--- config.mk ---
export PLATFORM = sky130hd
export DESIGN_NAME = mux4_rr_sel_ctrl
export DESIGN_NICKNAME = d
export VERILOG_FILES = /design/src/rtl/mux4_sel_pkg.sv /design/src/rtl/mux4_rr_pick.sv /design/src/rtl/mux4_rr_sel_ctrl.sv
export SDC_FILE = /design/constraint.sdc
export NUM_CORES = 1
export LEC_CHECK = 0
export CAP_MARGIN = 20
export CORE_ASPECT_RATIO = 1.1
export CORE_MARGIN = 4
export CORE_UTILIZATION = 53
export DETAILED_ROUTE_END_ITERATION = 10
export GPL_ROUTABILITY_DRIVEN = 0
export PLACE_DENSITY = 0.83
export RECOVER_POWER = 50
export SLEW_MARGIN = 0
export SYNTH_ARGS = -nofsm -noshare
export SYNTH_HDL_FRONTEND = slang
export SYNTH_HIERARCHICAL = 1
export SYNTH_SLANG_ARGS = --single-unit
--- constraint.sdc ---
create_clock -name clk -period 4.1 [get_ports clk]
set_clock_uncertainty 0.05 [all_clocks]
set_input_delay 1.23 -clock clk [delete_from_list [all_inputs] [get_ports clk]]
set_output_delay 1.23 -clock clk [all_outputs]
set_load 0.1 [all_outputs]
--- src/rtl/mux4_sel_pkg.sv ---
// Shared types and the round-robin pick function for the Mux4x1 select controller.
package mux4_sel_pkg;

    typedef enum logic [1:0] {IDLE, SETTLE, GRANT} state_t;

    typedef logic [1:0] ch_t;

    localparam int CNT_W = 4;

    // First set request scanning ptr, ptr+1, ... with natural 2-bit wrap.
    function automatic ch_t rr_pick(input logic [3:0] req, input ch_t ptr);
        ch_t  pick;
        ch_t  idx;
        logic found;
        pick  = ptr;
        found = 1'b0;
        for (int i = 0; i < 4; i++) begin
            idx = ptr + ch_t'(i);
            if (!found && req[idx]) begin
                pick  = idx;
                found = 1'b1;
            end
        end
        return pick;
    endfunction

endpackage

--- src/rtl/mux4_rr_pick.sv ---
// Combinational rotate-priority encoder: request vector plus pointer to winning channel.
module mux4_rr_pick
    import mux4_sel_pkg::*;
(
    input  logic [3:0] req,
    input  ch_t        ptr,
    output ch_t        ch,
    output logic       hit
);

    assign ch  = rr_pick(req, ptr);
    assign hit = |req;

endmodule

--- src/rtl/mux4_rr_sel_ctrl.sv ---
// Round-robin select controller and sample stream for the 4:1 mux.
// Optional MUX_SEL_LOCK_EN adds a lock input that holds the grant past DWELL samples.
module mux4_rr_sel_ctrl
    import mux4_sel_pkg::*;
#(
    parameter int DWELL = 4
) (
    input  logic       clk,
    input  logic       rst_n,
    input  logic [3:0] req,
    input  logic       mux_y,
    output logic       s0,
    output logic       s1,
    output logic [3:0] gnt,
    output logic       dout,
    output logic [1:0] dout_ch,
    output logic       dout_valid,
    input  logic       dout_ready
`ifdef MUX_SEL_LOCK_EN
    ,
    input  logic       lock
`endif
);

    localparam logic [CNT_W-1:0] DWELL_C = CNT_W'(DWELL);

    state_t           state, state_nxt;
    ch_t              ch, ptr, pick_ch;
    logic             pick_hit;
    logic [CNT_W-1:0] cnt, cnt_inc;
    logic             fire, dwell_done, grant_exit, lock_hold;

`ifdef MUX_SEL_LOCK_EN
    assign lock_hold = lock;
`else
    assign lock_hold = 1'b0;
`endif

    mux4_rr_pick u_pick (
        .req (req),
        .ptr (ptr),
        .ch  (pick_ch),
        .hit (pick_hit)
    );

    // Selects come straight from the registered channel, so they hold through IDLE.
    assign s0 = ch[1];
    assign s1 = ch[0];

    assign cnt_inc    = cnt + CNT_W'(1);
    assign fire       = (state == GRANT) && req[ch] && (!dout_valid || dout_ready);
    assign dwell_done = fire && (cnt_inc >= DWELL_C) && !lock_hold;
    assign grant_exit = (state == GRANT) && (!req[ch] || dwell_done);

    always_ff @(posedge clk or negedge rst_n) begin
        if (!rst_n) state <= IDLE;
        else        state <= state_nxt;
    end

    always_comb begin
        state_nxt = state;
        case (state)
            IDLE:    if (pick_hit) state_nxt = SETTLE;
            SETTLE:  state_nxt = GRANT;
            GRANT:   if (grant_exit) state_nxt = IDLE;
            default: state_nxt = IDLE;
        endcase
    end

    // Grant bookkeeping, dwell counter and the output holding register.
    always_ff @(posedge clk or negedge rst_n) begin
        if (!rst_n) begin
            ch         <= '0;
            ptr        <= '0;
            cnt        <= '0;
            gnt        <= '0;
            dout       <= 1'b0;
            dout_ch    <= '0;
            dout_valid <= 1'b0;
        end else begin
            if (state == IDLE && pick_hit) begin
                ch  <= pick_ch;
                gnt <= 4'b0001 << pick_ch;
                cnt <= '0;
            end
            if (fire) begin
                dout       <= mux_y;
                dout_ch    <= ch;
                dout_valid <= 1'b1;
                if (cnt < DWELL_C) cnt <= cnt_inc;
            end else if (dout_ready) begin
                dout_valid <= 1'b0;
            end
            if (grant_exit) begin
                gnt <= '0;
                ptr <= ch + ch_t'(1);
            end
        end
    end

endmodule
==> results of run 1 <==
-- how the worst max path moves through the flow --
| stage | start | slack (ns) | cells past startpoint | to |
|---|---|---|---|---|
| after floorplan | req[3] | 1.60 | 4 | ptr[1]$_DFFE_PN0P_ |
| after global placement | req[3] | 1.07 | 5 | ptr[1]$_DFFE_PN0P_ |
| after detailed placement | req[3] | 1.02 | 5 | ptr[1]$_DFFE_PN0P_ |
| after CTS | ch[1]$_DFFE_PN0P_ | 0.90 | 1 | s0 |
| after global routing | ch[1]$_DFFE_PN0P_ | 0.88 | 1 | s0 |
| final | ch[1]$_DFFE_PN0P_ | 0.93 | 1 | s0 |
-- layout make-up --
| cell class | count | area share (%) |
|---|---|---|
| repair buffers | 17 | 14.4 |
| flip-flops and latches | 18 | 39.7 |
| inverters | 9 | 2.98 |
| clock buffers | 3 | 1.98 |
| multi-input cells | 61 | 39.0 |
| well taps | 17 | 1.87 |
-- cell usage after synthesis, drive strengths merged --
| cell | n |
|---|---|
| o31ai | 2 |
| o21ai | 3 |
| a21oi | 4 |
| dfrtp | 18 |
| and2b | 1 |
| o32ai | 2 |
| clkbuf | 1 |
| and2 | 1 |
| nor2b | 1 |
| mux4 | 1 |
| mux2 | 4 |
| inv | 9 |
| a21o | 2 |
| mux2i | 3 |
| a221oi | 1 |
| nand2 | 16 |
| nand2b | 3 |
| xor2 | 1 |
| nand3 | 4 |
| nand3b | 1 |
| o22ai | 1 |
| ha | 1 |
| nand4b | 1 |
| or3 | 2 |
| o41ai | 1 |
| nor2 | 4 |
| or2b | 1 |
-- sequential cells by signal, indices dropped and copies added (netlist names) --
signal      cells
state           2
ptr             2
cnt             4
dout_ch         2
dout_valid      1
ch              2
dout            1
gnt             4
-- stage by stage --
step	area (µm²)	worst slack (ns)	utilization, %	instances	hold slack [ns]
floorplan	931	1.60	-	89	0.408
global placement	1120	1.07	69.1	122	0.424
detailed placement	1120	1.02	69.1	122	0.435
CTS	1140	0.902	70.5	125	0.458
global route	1130	0.884	70.3	125	0.470
finish	1130	0.928	70.3	125	0.451
-- cell families after synthesis --
kind of cell / after synthesis / synth area share (%)
and+or+nand+nor: 35 / 21.2
adders and majority gates: 1 / 1.34
muxes: 8 / 10.5
AOI/OAI and AO/OA: 16 / 13.6
buffers and inverters: 10 / 4.03
DFF: 18 / 48.4
xor gates and xnor gates: 1 / 0.941
-- per-layer routing --
layer / GRT usage (%) / vias to the layer above
li1: - / 346
met1: 22.8 / 347
met2: 26.9 / 22
met3: 2.42 / 2
met4: 6.73 / 0
met5: 0 / -
==> results.sh, run 1 <==
export IMPL_outcome="finished clean"
export IMPL_grt_max_degree=19
export IMPL_timing_setup_tns_ns=0
export IMPL_rsz0062_at_grt="false"
export IMPL_post_drt_via_cell_ratio=5.74
export IMPL_r2r_cells=4
export IMPL_netlist_instances=89
export IMPL_placeableCoreArea_mm2=0.00161
export IMPL_ioPinCount=18
export IMPL_iteration_0_drc_markers=25
export IMPL_max_freq_ghz=0.315
export IMPL_route_top_layer_used="met4"
export IMPL_cp_required_ns=2.82
export IMPL_wl_met1_um=776
export IMPL_postSynthNetCount=98
export IMPL_layout_filler_cells=120
export IMPL_die_h_um=52.0
export IMPL_worst_setup_path_start_kind="flop"
export IMPL_post_synth_instance_area_um2=931
export IMPL_cp_slowest_stage_delay_ns=1.16
export IMPL_setup_violations_final=0
export IMPL_post_detailed_route_wirelength_per_cell_um=14.2
export IMPL_numClockSinks=18
export IMPL_hold_path_depth=1
export IMPL_yosysWarnings=6
export IMPL_cts_clk_slew_worst_paths_ns=0.10
export IMPL_ctsHoldBuffers=0
export IMPL_most_common_layout_cells="dfrtp_1 (18), nand2_1 (16), clkdlybuf4s50_1 (14)"
export IMPL_multiInputGateArea_um2=443
export IMPL_grt_total_usage_pct=17.0
export IMPL_design_die_area_mm2=0.00249
export IMPL_antenna_cells=0
export IMPL_sequential_cell_area_um2=450
export IMPL_grt_pass1_vias=702
export IMPL_ys_seq_area_share_pct=48.4
export IMPL_crit_chain="clkdlybuf4s50_1"
export IMPL_drc=0
export IMPL_worstMarginPinSlew_ns=1.16
export IMPL_clock_insertion_delay_worst_skew_ns=0.29
export IMPL_hpwl_mm=1.34
export IMPL_detailedRoute_firstPassIterationCount=4
export IMPL_synth_area_per_cell_um2=10.5
export IMPL_crit_arrival_ns=1.89
export IMPL_final_common_cell="dfrtp_1"
export IMPL_globalRouteOverflowTotal=0
export IMPL_number_of_antenna_violations_at_the_first_check_in_global_routing=0
export IMPL_detailroute_wirelength_met2_um=862
export IMPL_yosys_top_cells_area="dfrtp_1 (48%), nand2_1 (6.5%), inv_1 (3.6%), mux2_1 (3.6%), mux2i_1 (3.2%)"
export IMPL_rrSetupSlack_ns=2.25
export IMPL_timing_rr_end="ptr[1]$_DFFE_PN0P_"
export IMPL_grt_first_pass_wirelength_mm=3.08
export IMPL_post_cts_resized=0
export IMPL_setup_worst_path_class="reg -> out"
export IMPL_final_min_period_over_clock_period_pct=77.4
export IMPL_met3WireLength_um=112
export IMPL_cts_buffers_inserted=3
export IMPL_clock_tree_htree_level_count=1
export IMPL_cts_root_buffer_cell="clkbuf_4"
export IMPL_final_net_count=119
export IMPL_synth_top_area_share_pct=48.4
export IMPL_initial_utilization_pct=57.7
export IMPL_final_layout_size_suffix_gt1_share_pct=11.1
export IMPL_critPathMaxFanout=5
export IMPL_route_vias_total=717
export IMPL_drtAntennaViolNets=0
export IMPL_buffer_ports_inserted=17
export IMPL_critical_path_top_delay_family="buffers and inverters"
export IMPL_max_slew_margin_rel_pct=23.3
export IMPL_floorplan_rows=15
export IMPL_area_growth_synth_to_final_pct=21.9
export IMPL_synth_largest_area_cell="dfrtp_1"
export IMPL_worst_hold_path_type="reg -> reg"
export IMPL_cpMaxStageDelayCell="clkdlybuf4s50_1"
export IMPL_cts_tree="built"
export IMPL_post_cts_setup_buffer_count=0
export IMPL_timing_final_max_slew_violations=0
export IMPL_critical_path_endpoint_type="output port"
export IMPL_critPathBufInv=1
export IMPL_synth_ff_latch_count=18
export IMPL_max_clock_path_buffers=2
export IMPL_min_period_ns=3.17
export IMPL_min_delay_start="dout$_DFFE_PN0P_"
export IMPL_drt_total_wl_mm=1.77
export IMPL_report_final_hold_viol_count=0
export IMPL_drv_cap=0
export IMPL_post_synth_num_cell_types=32
export IMPL_r2r_start="ch[0]$_DFFE_PN0P_"
export IMPL_die_width_um=48.0
export IMPL_timing_hold_worst_endpoint="dout$_DFFE_PN0P_"
Power of run 1 is not shown: default switching activity piles up to over one toggle a cycle in this logic, so the estimate is an artifact.
==> run 2, diff against run 1 <==
--- a/config.mk
+++ b/config.mk
@@ -8,10 +8,10 @@
 export CAP_MARGIN = 20
 export CORE_ASPECT_RATIO = 1.1
 export CORE_MARGIN = 4
-export CORE_UTILIZATION = 53
+export CORE_UTILIZATION = 45
 export DETAILED_ROUTE_END_ITERATION = 10
 export GPL_ROUTABILITY_DRIVEN = 0
-export PLACE_DENSITY = 0.83
+export PLACE_DENSITY = 0.76
 export RECOVER_POWER = 50
 export SLEW_MARGIN = 0
 export SYNTH_ARGS = -nofsm -noshare
==> constraint.sdc (replaced) <==
create_clock -name clk -period 2.9 [get_ports clk]
set_clock_uncertainty 0.05 [all_clocks]
set_input_delay 0.87 -clock clk [delete_from_list [all_inputs] [get_ports clk]]
set_output_delay 0.87 -clock clk [all_outputs]
set_load 0.1 [all_outputs]
==> results.sh, run 2 (same netlist as run 1, synthesis figures left out) <==
export IMPL_outcome="finished clean"
export IMPL_detailedRoute_firstPassIterationCount=4
export IMPL_critical_path_top_delay_family="buffers and inverters"
export IMPL_cpMaxStageDelayCell="clkbuf_1"
export IMPL_drt_total_wl_mm=1.76
export IMPL_clock_insertion_delay_worst_skew_ns=0.29
export IMPL_cts_clk_slew_worst_paths_ns=0.11
export IMPL_initial_utilization_pct=47.1
export IMPL_setup_worst_path_class="reg -> out"
export IMPL_crit_arrival_ns=1.52
export IMPL_layout_top_registers="cnt x4, gnt x4"
export IMPL_area_growth_synth_to_final_pct=21.2
export IMPL_iteration_0_drc_markers=11
export IMPL_design_die_area_mm2=0.00286
export IMPL_max_clock_path_buffers=2
export IMPL_max_freq_ghz=0.410
export IMPL_final_layout_size_suffix_gt1_share_pct=16.4
export IMPL_post_drt_via_cell_ratio=5.04
export IMPL_globalRouteOverflowTotal=0
export IMPL_instances_no_fill=138
export IMPL_place_detailed_instances=134
export IMPL_timing_setup_tns_ns=0
export IMPL_ioPinCount=18
export IMPL_cp_required_ns=1.98
export IMPL_post_cts_resized=0
export IMPL_cts_tree="built"
export IMPL_die_h_um=55.7
export IMPL_cts_buffers_inserted=3
export IMPL_numClockSinks=18
export IMPL_clock_tree_htree_level_count=1
export IMPL_worst_hold_path_type="reg -> reg"
export IMPL_final_common_cell="dfrtp_1"
export IMPL_placeableCoreArea_mm2=0.00198
export IMPL_cp_slowest_stage_delay_ns=0.87
export IMPL_route_vias_total=696
export IMPL_die_width_um=51.4
export IMPL_report_final_hold_viol_count=0
export IMPL_layout_filler_cells=187
export IMPL_min_period_ns=2.44
export IMPL_worstMarginPinSlew_ns=1.17
export IMPL_hpwl_mm=1.36
export IMPL_grt_total_usage_pct=14.8
export IMPL_timing_final_max_slew_violations=0
export IMPL_rsz0062_at_grt="false"
export IMPL_drv_cap=0
export IMPL_floorplan_rows=17
export IMPL_buffer_ports_inserted=17
export IMPL_final_min_period_over_clock_period_pct=84.0
export IMPL_critPathMaxFanout=2
export IMPL_critPathBufInv=1
export IMPL_drc=0
export IMPL_critical_path_endpoint_type="output port"
export IMPL_worst_setup_path_start_kind="flop"
export IMPL_setup_violations_final=0
export IMPL_drtAntennaViolNets=0
export IMPL_max_slew_margin_rel_pct=22.3
export IMPL_post_detailed_route_wirelength_per_cell_um=12.8
export IMPL_grt_first_pass_wirelength_mm=3.22
export IMPL_most_common_layout_cells="dfrtp_1 (18), nand2_1 (16), inv_1 (9)"
export IMPL_final_net_count=120
export IMPL_crit_chain="clkbuf_1"
export IMPL_post_cts_setup_buffer_count=0
export IMPL_grt_pass1_vias=729
export IMPL_number_of_antenna_violations_at_the_first_check_in_global_routing=0
export IMPL_cts_root_buffer_cell="clkbuf_4"
export IMPL_antenna_cells=0
export IMPL_ctsHoldBuffers=0
export IMPL_grt_max_degree=19
[run 2: area by class of cell]
| cell class | count | area, µm² | share of cell area [%] |
|---|---|---|---|
| flip-flops and latches | 18 | 450 | 39.9 |
| multi-input cells | 61 | 443 | 39.2 |
| repair buffers | 18 | 130 | 11.5 |
| clock buffers | 4 | 36.3 | 3.22 |
| well taps | 28 | 35.0 | 3.10 |
| inverters | 9 | 33.8 | 2.99 |
[run 2: through the flow]
step	hold slack [ns]	worst slack [ns]	instance area (µm²)	util [%]
final	0.451	0.463	1130	57.1
after global routing	0.483	0.401	1130	57.1
after CTS	0.459	0.494	1150	58.2
after detailed placement	0.437	0.178	1110	56.4
after global placement	0.426	0.230	1110	56.4
after floorplan	0.408	0.486	931	-
[run 2: path summary, 6_finish.rpt]
check	start	endpoint	slack, ns	cells after the start
max reg2reg	ch[0]$_DFFE_PN0P_	ptr[1]$_DFFE_PN0P_	1.01	4
min reg2reg	dout$_DFFE_PN0P_	dout$_DFFE_PN0P_	0.45	1
max in group asynchronous	rst_n	cnt[3]$_DFF_PN0_	1.06	2
min in group asynchronous	rst_n	state[1]$_DFFE_PN0P_	1.17	2
max	gnt[3]$_DFFE_PN0P_	gnt[3]	0.46	1
min	dout$_DFFE_PN0P_	dout$_DFFE_PN0P_	0.45	1
[run 2: metal layers]
metal | wire, µm | GRT usage, %
met2 | 856 | 22.0
met3 | 45 | 3.49
met5 | 0 | 0
met4 | 49 | 9.74
met1 | 809 | 18.9
[run 2: worst reg2reg max path: stages (launching register included)]
cell and delay (ns):
dfrtp_1 0.50, mux4_2 0.60, nand2b_4 0.17, o31ai_4 0.09, mux2_1 0.36
Power of run 2 is left out for the same reason.
==> run 3, diff against run 2 <==
--- a/config.mk
+++ b/config.mk
@@ -8,10 +8,10 @@
 export CAP_MARGIN = 20
 export CORE_ASPECT_RATIO = 1.1
 export CORE_MARGIN = 4
-export CORE_UTILIZATION = 45
+export CORE_UTILIZATION = 49
 export DETAILED_ROUTE_END_ITERATION = 10
 export GPL_ROUTABILITY_DRIVEN = 0
-export PLACE_DENSITY = 0.76
+export PLACE_DENSITY = 0.78
 export RECOVER_POWER = 50
 export SLEW_MARGIN = 0
 export SYNTH_ARGS = -nofsm -noshare
==> constraint.sdc (replaced) <==
create_clock -name clk -period 2.3 [get_ports clk]
set_clock_uncertainty 0.05 [all_clocks]
set_input_delay 0.69 -clock clk [delete_from_list [all_inputs] [get_ports clk]]
set_output_delay 0.69 -clock clk [all_outputs]
set_load 0.1 [all_outputs]
==> results.sh, run 3 (same netlist as run 1, synthesis figures left out) <==
export IMPL_die_width_um=49.6
export IMPL_worst_hold_path_type="reg -> reg"
export IMPL_route_vias_total=773
export IMPL_drv_cap=0
export IMPL_rsz0062_at_grt="false"
export IMPL_floorplan_rows=16
export IMPL_cts_root_buffer_cell="clkbuf_4"
export IMPL_most_common_layout_cells="dfrtp_1 (17), nand2_1 (16), buf_4 (12)"
export IMPL_critical_path_endpoint_type="flop"
export IMPL_detailedRoute_firstPassIterationCount=4
export IMPL_cts_buffers_inserted=3
export IMPL_cts_tree="built"
export IMPL_cp_required_ns=2.44
export IMPL_cts_clk_slew_worst_paths_ns=0.10
export IMPL_worstMarginPinSlew_ns=0.974
export IMPL_outcome="finished clean"
export IMPL_final_net_count=129
export IMPL_max_slew_margin_rel_pct=35.1
export IMPL_numClockSinks=18
export IMPL_timing_final_max_slew_violations=0
export IMPL_placeableCoreArea_mm2=0.00180
export IMPL_post_cts_resized=0
export IMPL_final_common_cell="dfrtp_1"
export IMPL_worstSetupEndpoint="dout_ch[0]$_DFFE_PN0P_"
export IMPL_critPathMaxFanout=6
export IMPL_final_layout_size_suffix_gt1_share_pct=27.7
export IMPL_initial_utilization_pct=51.7
export IMPL_r2r_cells=4
export IMPL_worst_setup_path_start_kind="input port"
export IMPL_post_drt_via_cell_ratio=5.64
export IMPL_min_period_ns=2.14
export IMPL_crit_arrival_ns=2.28
export IMPL_die_h_um=53.7
export IMPL_final_min_period_over_clock_period_pct=93.2
export IMPL_drc=0
export IMPL_clock_tree_htree_level_count=1
export IMPL_grt_first_pass_wirelength_mm=3.44
export IMPL_number_of_antenna_violations_at_the_first_check_in_global_routing=0
export IMPL_setup_worst_path_class="in -> reg"
export IMPL_clock_insertion_delay_worst_skew_ns=0.29
export IMPL_layout_top_registers="cnt x4, gnt x4"
export IMPL_post_detailed_route_wirelength_per_cell_um=14.0
export IMPL_post_cts_setup_buffer_count=0
export IMPL_hpwl_mm=1.46
export IMPL_r2r_start="ch[0]$_DFFE_PN0P_"
export IMPL_globalRouteOverflowTotal=0
export IMPL_drt_total_wl_mm=1.92
export IMPL_grt_pass1_vias=823
export IMPL_antenna_cells=0
export IMPL_iteration_0_drc_markers=20
export IMPL_area_growth_synth_to_final_pct=30.9
export IMPL_report_final_hold_viol_count=0
export IMPL_buffer_ports_inserted=17
export IMPL_min_delay_start="state[1]$_DFFE_PN0P_"
export IMPL_max_clock_path_buffers=2
export IMPL_timing_setup_tns_ns=0
export IMPL_grt_max_degree=19
export IMPL_ctsHoldBuffers=0
export IMPL_worst_setup_path_startpoint="req[3]"
export IMPL_rrSetupSlack_ns=0.52
export IMPL_design_die_area_mm2=0.00266
export IMPL_setup_violations_final=0
export IMPL_max_freq_ghz=0.467
export IMPL_drtAntennaViolNets=0
export IMPL_grt_total_usage_pct=16.8
export IMPL_timing_rr_end="dout_ch[0]$_DFFE_PN0P_"
export IMPL_ioPinCount=18
## run 3: layout make-up
type | instances | area [µm²]
multi-input combinational | 61 | 443
inverter | 9 | 33.8
tap | 18 | 22.5
timing repair buffer | 27 | 231
fill | 135 | 583
clock buffer | 4 | 36.3
sequential | 18 | 452
## run 3: worst min path at each step
stage / endpoint / slack [ns] / depth (start not counted)
floorplan: ch[0]$_DFFE_PN0P_ / 0.34 / 0
global placement: state[1]$_DFFE_PN0P_ / 0.42 / 1
detailed placement: dout_ch[1]$_DFFE_PN0P_ / 0.44 / 1
CTS: state[1]$_DFFE_PN0P_ / 0.45 / 1
global route: dout$_DFFE_PN0P_ / 0.49 / 1
finish: state[1]$_DFFE_PN0P_ / 0.46 / 1
## run 3: critical path, cell delays in order
cell and delay [ns]:
clkdlybuf4s50_1 0.48, mux4_2 0.51, buf_4 0.16, nand3_4 0.10, mux2_2 0.33
## run 3: metrics by stage
stage / cell area, µm² / std cells / setup WS, ns / hold slack, ns / util, %
finish: 1220 / 137 / 0.157 / 0.457 / 67.6
CTS: 1230 / 137 / 0.158 / 0.454 / 68.4
floorplan: 932 / 89 / 0.108 / 0.344 / -
global placement: 1200 / 133 / -0.114 / 0.422 / 66.4
global route: 1220 / 137 / 0.118 / 0.490 / 67.6
detailed placement: 1200 / 133 / -0.159 / 0.440 / 66.4
## run 3: routing by layer
metal  part of all wire [%]  routed length (µm)  up-vias  global-route usage (%)
met4                    1.4                  27        0                    6.91
met3                    5.4                 103        4                    4.43
met5                      0                   0        -                       0
met1                     45                 855      370                    20.0
li1                       -                   -      369                       -
met2                     49                 932       30                    29.3
Power of run 3 is left out for the same reason.
